### src/rtl/mem_req_arbiter.sv
// ============================================================================
//  Module   : mem_req_arbiter
//  Brief    : Shares one SRAM-like bus between instruction fetch and data
//             access, with a per-side completion pulse and stall requests.
//             Optional watchdog enabled by macro ARB_TIMEOUT_EN.
//  Revision : 1.0 - initial release
// ============================================================================
`default_nettype none

module mem_req_arbiter #(
    parameter int AW          = 32,
    parameter int DW          = 32,
    parameter int TIMEOUT_CYC = 255
) (
    input  logic          clk,
    input  logic          rst,
    // instruction-fetch side
    input  logic          i_req,
    input  logic [AW-1:0] i_addr,
    input  logic          i_cancel,
    output logic [DW-1:0] i_rdata,
    output logic          i_data_ok,
    // data-access side
    input  logic          d_req,
    input  logic          d_wr,
    input  logic [1:0]    d_size,
    input  logic [AW-1:0] d_addr,
    input  logic [DW-1:0] d_wdata,
    output logic [DW-1:0] d_rdata,
    output logic          d_data_ok,
    // shared bus
    output logic          bus_req,
    output logic          bus_wr,
    output logic [1:0]    bus_size,
    output logic [AW-1:0] bus_addr,
    output logic [DW-1:0] bus_wdata,
    input  logic          bus_addr_ok,
    input  logic          bus_data_ok,
    input  logic [DW-1:0] bus_rdata,
    // hazard unit
    output logic          stall_if,
    output logic          stall_mem
`ifdef ARB_TIMEOUT_EN
    ,
    output logic          timeout_err
`endif
);

    typedef enum logic [1:0] {
        ST_IDLE = 2'd0,
        ST_ADDR = 2'd1,
        ST_DATA = 2'd2
    } state_t;

    localparam logic c_OWNER_I = 1'b0;
    localparam logic c_OWNER_D = 1'b1;

    state_t          r_state;
    state_t          w_state_nxt;
    logic            r_owner;
    logic            r_discard;
    logic            r_wr;
    logic [1:0]      r_size;
    logic [AW-1:0]   r_addr;
    logic [DW-1:0]   r_wdata;

    logic            w_grant_d;
    logic            w_grant_i;
    logic            w_busy;
    logic            w_done;

    // D wins ties in IDLE: the MEM-stage instruction is the older one.
    always_comb begin
        w_state_nxt = r_state;
        w_grant_d   = 1'b0;
        w_grant_i   = 1'b0;
        case (r_state)
            ST_IDLE: begin
                if (d_req) begin
                    w_grant_d   = 1'b1;
                    w_state_nxt = ST_ADDR;
                end else if (i_req && !i_cancel) begin
                    w_grant_i   = 1'b1;
                    w_state_nxt = ST_ADDR;
                end
            end
            ST_ADDR: begin
                if (bus_addr_ok) begin
                    w_state_nxt = ST_DATA;
                end
            end
            ST_DATA: begin
                if (bus_data_ok) begin
                    w_state_nxt = ST_IDLE;
                end
            end
            default: begin
                w_state_nxt = ST_IDLE;
            end
        endcase
    end

    always_ff @(posedge clk) begin
        if (rst) begin
            r_state   <= ST_IDLE;
            r_owner   <= c_OWNER_I;
            r_discard <= 1'b0;
            r_wr      <= 1'b0;
            r_size    <= 2'd0;
            r_addr    <= '0;
            r_wdata   <= '0;
        end else begin
            r_state <= w_state_nxt;
            if (w_grant_d) begin
                r_owner <= c_OWNER_D;
                r_wr    <= d_wr;
                r_size  <= d_size;
                r_addr  <= d_addr;
                r_wdata <= d_wdata;
            end else if (w_grant_i) begin
                r_owner <= c_OWNER_I;
                r_wr    <= 1'b0;
                r_size  <= 2'd2;
                r_addr  <= i_addr;
                r_wdata <= '0;
            end
            // A cancelled fetch still drains on the bus; only its pulse is dropped.
            if (w_done) begin
                r_discard <= 1'b0;
            end else if (w_busy && (r_owner == c_OWNER_I) && i_cancel) begin
                r_discard <= 1'b1;
            end
        end
    end

    assign w_busy = (r_state != ST_IDLE);
    assign w_done = (r_state == ST_DATA) && bus_data_ok;

    always_comb begin
        bus_req   = (r_state == ST_ADDR);
        bus_wr    = w_busy ? r_wr    : 1'b0;
        bus_size  = w_busy ? r_size  : 2'd0;
        bus_addr  = w_busy ? r_addr  : '0;
        bus_wdata = w_busy ? r_wdata : '0;
    end

    assign i_data_ok = w_done && (r_owner == c_OWNER_I) && !r_discard;
    assign d_data_ok = w_done && (r_owner == c_OWNER_D);
    assign i_rdata   = bus_rdata;
    assign d_rdata   = bus_rdata;

    assign stall_mem = d_req && !d_data_ok;
    assign stall_if  = (i_req && !i_data_ok) ||
                       ((r_owner == c_OWNER_I) && r_discard && w_busy);

`ifdef ARB_TIMEOUT_EN
    localparam int c_CNT_W = (TIMEOUT_CYC < 2) ? 1 : $clog2(TIMEOUT_CYC + 1);
    localparam logic [c_CNT_W-1:0] c_CNT_MAX  = c_CNT_W'(TIMEOUT_CYC);
    localparam logic [c_CNT_W-1:0] c_CNT_LAST = c_CNT_W'(TIMEOUT_CYC - 1);

    logic [c_CNT_W-1:0] r_cnt;
    logic               r_timeout_err;
    logic               w_state_chg;

    assign w_state_chg = (w_state_nxt != r_state);

    // Error is flagged on the edge at which the count reaches the limit.
    always_ff @(posedge clk) begin
        if (rst) begin
            r_cnt         <= '0;
            r_timeout_err <= 1'b0;
        end else begin
            if (w_state_chg) begin
                r_cnt <= '0;
            end else if (w_busy && (r_cnt != c_CNT_MAX)) begin
                r_cnt <= r_cnt + 1'b1;
            end
            if (w_busy && !w_state_chg && (r_cnt == c_CNT_LAST)) begin
                r_timeout_err <= 1'b1;
            end
        end
    end

    assign timeout_err = r_timeout_err;
`endif

endmodule

`default_nettype wire

### config.mk
export PLATFORM = sky130hd
export DESIGN_NAME = mem_req_arbiter
export DESIGN_NICKNAME = d
export VERILOG_FILES = /design/src/rtl/mem_req_arbiter.sv
export SDC_FILE = /design/constraint.sdc
export NUM_CORES = 1
export LEC_CHECK = 0
export ABC_AREA = 1
export BUFFER_PORTS_ARGS = -buffer_cell sky130_fd_sc_hd__buf_4
export CAP_MARGIN = 20
export CORE_AREA = 2 2 105 107
export CTS_BUF_LIST = sky130_fd_sc_hd__clkbuf_16
export DETAILED_ROUTE_END_ITERATION = 8
export DIE_AREA = 0 0 107 109
export PLACE_DENSITY = 0.77
export SLEW_MARGIN = 10
export SYNTH_ARGS = -nofsm -noshare
export SYNTH_HDL_FRONTEND = slang
export SYNTH_SLANG_ARGS = --single-unit
### constraint.sdc
create_clock -name clk -period 2.71 [get_ports clk]
set_input_delay 0.271 -clock clk [delete_from_list [all_inputs] [get_ports clk]]
set_output_delay 0.271 -clock clk [all_outputs]
set_load 0.005 [all_outputs]
; Word-level counts from Yosys, hierarchy flattened
; Index checks and enable logic that the tools add are counted.
; Widths: inputs -> output; s select.
[word_totals]
regBits = 71
inputBits = 138
out_inout_bits = 136
[op_classes]
n_eq_ne = 5
mux = 23
n_bitwise = 1
reduce_logical = 21
[op_table]
columns = cell, count
row1 = $mux 32, 6
row2 = $mux 2, 7
row3 = $logic_and 1x1->1, 11
row4 = $mux 1, 9
row5 = $pmux 2 s3, 1
row6 = $logic_not 1->1, 4
row7 = $reduce_bool 2->1, 2
row8 = $ne 3x3->1 const B, 1
row9 = $reduce_and 3->1, 1
row10 = $eq 2x1->1 const B, 1
row11 = $eq 2x2->1 const B, 1
row12 = $logic_not 2->1, 1
row13 = $ne 2x1->1 const B, 1
row14 = $ne 2x2->1 const B, 1
row15 = $reduce_or 2->1, 1
row16 = $logic_or 1x1->1, 1
row17 = $not 1->1, 1

; Longest topological paths before layout
[logic_depth]
depth_word = 7
depth_mapped = 7

; Worst setup path before layout
; No wires, ideal clock.
[synth_path]
path_type = register -> output
from = register r_state[1]
to = output port stall_if
arrival_time_ns = 1.055
slack_ns = 1.384
path_stages_with_launch = 7
n_path_buf = 2
cell_sequence = dfxtp_1 > nor2_4 > buf_4 > buf_2 > o21ai_0 > o31ai_1 > inv_1
[synth_between]
elab_chain_len = 7
[synth_rtl]
columns = item, line_no
row1 = from (decl), 58  ; state_t r_state;
row2 = from (signal assigned), 113  ; r_state <= w_state_nxt;
row3 = $eq 2x2->1, 137  ; assign w_done = (r_state == ST_DATA) && bus_data_ok;
row4 = $logic_and 1x1->1, 137
row5 = $logic_and 1x1->1 (2 in a row), 147  ; assign i_data_ok = w_done && (r_owner == c_OWNER_I) && !r_discard;
row6 = $logic_not 1->1, 153  ; assign stall_if = (i_req && !i_data_ok) ||
row7 = $logic_and 1x1->1, 153
row8 = $logic_or 1x1->1 (*), 153
row9 = to (decl), 41  ; output logic stall_if,
; Every way passes the cells marked *; elsewhere a longest branch is shown, timed or not.

; Final worst setup path
; Same ends and word-level chain as after synthesis.

==> flow_summary.ini <==
[clock_tree]
clock_latency_ns = 0.32
cts_tree = yes
ctsHoldBuffers = 0
cts_resized = 0
htree_levels = 3
clk_pin_slew_ns = 0.06
clockRootBuffer = clkbuf_16
cts_buffer_depth = 2
cts_made_buffers = 9
cts_setup_buffers = 0
clock-sinks = 71

[timing]
skew_ns = 0.00328
hold_viol_final = 0
tightestPinTransition_ns = 0.675
hold_ws_ns = 0.207
min_period_ns = 1.94
setup_slack_ns = 0.769
rsz0062_at_grt = no
period_share = 0.716
setup_viol_count_final = 0
setup_tns_ns = 0
finalMaxSlewViolations = 0
slew_headroom = 0.549
fmax_mhz = 515

[setup_path]
critPathMaxFanout = 117
crit_required_ns = 2.44
endpoint_kind = output pin
critPathKind = flop to output pin
crit_slowest_cell = buf_12
cp.arrival_ns = 1.67
critPathMaxStageDelay_ns = 0.37
worstPathCellList = nor2_4 -> buf_12 -> o21ai_0 -> o31ai_1 -> inv_1 -> buf_4
cp_top_family = buffers and inverters
crit_buf_inv = 3
start_kind = flop

[power_and_ir_drop]
internal-power_uw = 2190
pwr-share-seq = 0.385
clkPwrFrac = 0.412
switchingPower_uw = 810
p_comb_frac = 0.203
netSwitchingFraction = 0.270
irDropWorstVdd_mv = 0.238
p_total_uw = 3000
power_leakage_uw = 0.00273
power_density_nw_per_um2 = 547

[drt]
ant_nets = 0
drt-initial-drc-count = 245
vias = 4225
wire_per_inst_microns = 11.4
drc = 0
drt_wl_total_microns = 10700
drtPass1Iterations = 4
via_per_inst = 4.51

[cells_and_area]
antennaDiodeCount = 0
layout-drive-gt1-share = 0.255
fin_nets = 931
nFillCells = 1115
syn_to_final_growth_pct = 26.6

[synthesis]
synth_nets = 846
synth_cell_types = 18
ys_seq_area_frac = 0.329
synth_area_per_cell_sq_um = 6.11
synth_area_sq_um = 4330
yosys_warnings = 0
syn_inst = 708
synth.ff_latch_count = 71

[floorplan]
dieHeight_microns = 109
die_w_microns = 107
start_util = 0.408
num_rows = 38
fp.coreArea_sq_um = 10600
die_area_sq_um = 11700
ioPinCount = 274

[placed_design]
dp_hpwl_microns = 7420
place_ws_ns = 1.10
gp_congestion = 0.757
io_buffers = 177

[grt]
groute.usage.overall = 0.180
grt_pass1_wl_microns = 16900
grt_pass1_vias = 3608
antenna_found_initial = 0
overflow = 0
grt_start_max_net_pins = 118

[run]
drv_cap = 0

[min_path]
hp-class = input pin to flop

[status]
status = complete, no violations
-- state kept, by name, summed over array words and instances, names as in the netlist --
register / flops
r_state: 2
r_owner: 1
r_wdata: 32
r_wr: 1
r_discard: 1
r_addr: 32
r_size: 2
-- final timing paths --
check | startpoint | end | slack, ns | depth (start not counted)
min | d_wdata[11] | r_wdata[11]$_SDFFE_PP0P_ | 0.21 | 3
max reg2reg | r_state[1]$_SDFFE_PP0P_ | r_wdata[12]$_SDFFE_PP0P_ | 1.25 | 5
max | r_state[1]$_SDFFE_PP0P_ | stall_if | 0.77 | 6
min reg2reg | r_wdata[11]$_SDFFE_PP0P_ | r_wdata[11]$_SDFFE_PP0P_ | 0.46 | 2
-- cells in the final DEF, fill, tap and decap left out --
| cell type | n |
|---|---|
| o21ba_2 | 1 |
| nand3b_1 | 1 |
| nor2_2 | 1 |
| nor3_1 | 2 |
| nor2_1 | 165 |
| dfxtp_1 | 71 |
| o31ai_1 | 1 |
| o21ai_0 | 3 |
| inv_1 | 108 |
| inv_2 | 1 |
| clkinvlp_4 | 1 |
| a21oi_1 | 70 |
| clkinv_2 | 2 |
| buf_12 | 1 |
| nand3_1 | 65 |
| buf_4 | 182 |
| nor2_4 | 1 |
| clkbuf_16 | 9 |
| clkinv_4 | 1 |
| nand2_1 | 108 |
| bufinv_16 | 2 |
| nand2_2 | 1 |
-- worst register-to-register path, delay by kind of cell (launching register included) --
family,cells,cell delay (ns)
flip-flops,1,0.35
AO/OA/AOI/OAI,1,0.18
AND/OR/NAND/NOR,3,0.43
buffers and inverters,1,0.43
-- cells by family after synthesis --
logic type / count (synthesis) / share of synthesized area
AND/OR/NAND/NOR: 344 / 0.321
buffers and inverters: 218 / 0.262
AO/OA/AOI/OAI: 75 / 0.0885
flip-flops: 71 / 0.329
-- power groups by stage --
stage          combinational [uW]  clock, uW  sequential (uW)
6_report                      610       1240             1150
5_1_grt                       695       1310             1160
4_1_cts                       619       1280             1150
3_5_place_dp                  616          0             1180
3_3_place_gp                  611          0             1170
2_1_floorplan                 472          0             1170
-- routing by layer --
layer,vias to the layer above,wire length (microns),part of all wire,track usage
li1,2229,-,-,-
met1,1814,4280,0.40,0.204
met2,174,5300,0.49,0.316
met3,8,1030,0.096,0.0634
met4,0,107,0.010,0.0612
met5,-,0,0,0
-- area by class of cell --
type	count	area, sq um	share of cell area
clock buffer	9	225	0.0411
multi-input combinational	419	1770	0.324
sequential	71	1420	0.259
clock inverter	6	86.3	0.0158
inverter	109	409	0.0747
timing repair buffer	183	1390	0.253
tap	140	175	0.0320
-- Yosys cell counts, drive strengths merged --
cell,instances,share of area
nor2,167,0.15
inv,109,0.095
nand2,109,0.095
buf,99,0.16
dfxtp,71,0.33
a21oi,70,0.081
nand3,65,0.075
clkbuf,10,0.0087
o21ai,3,0.0035
nor3,2,0.0023
nand3b,1,0.0017
o21ba,1,0.0023
o31ai,1,0.0017
-- through the flow --
step / cells / utilization / area [sq um]
after floorplan: 708 / - / 4330
after global placement: 922 / 0.487 / 5170
after detailed placement: 922 / 0.487 / 5170
after CTS: 937 / 0.517 / 5480
after global routing: 937 / 0.517 / 5480
final: 937 / 0.517 / 5480
(Power assumes the default switching activity.)
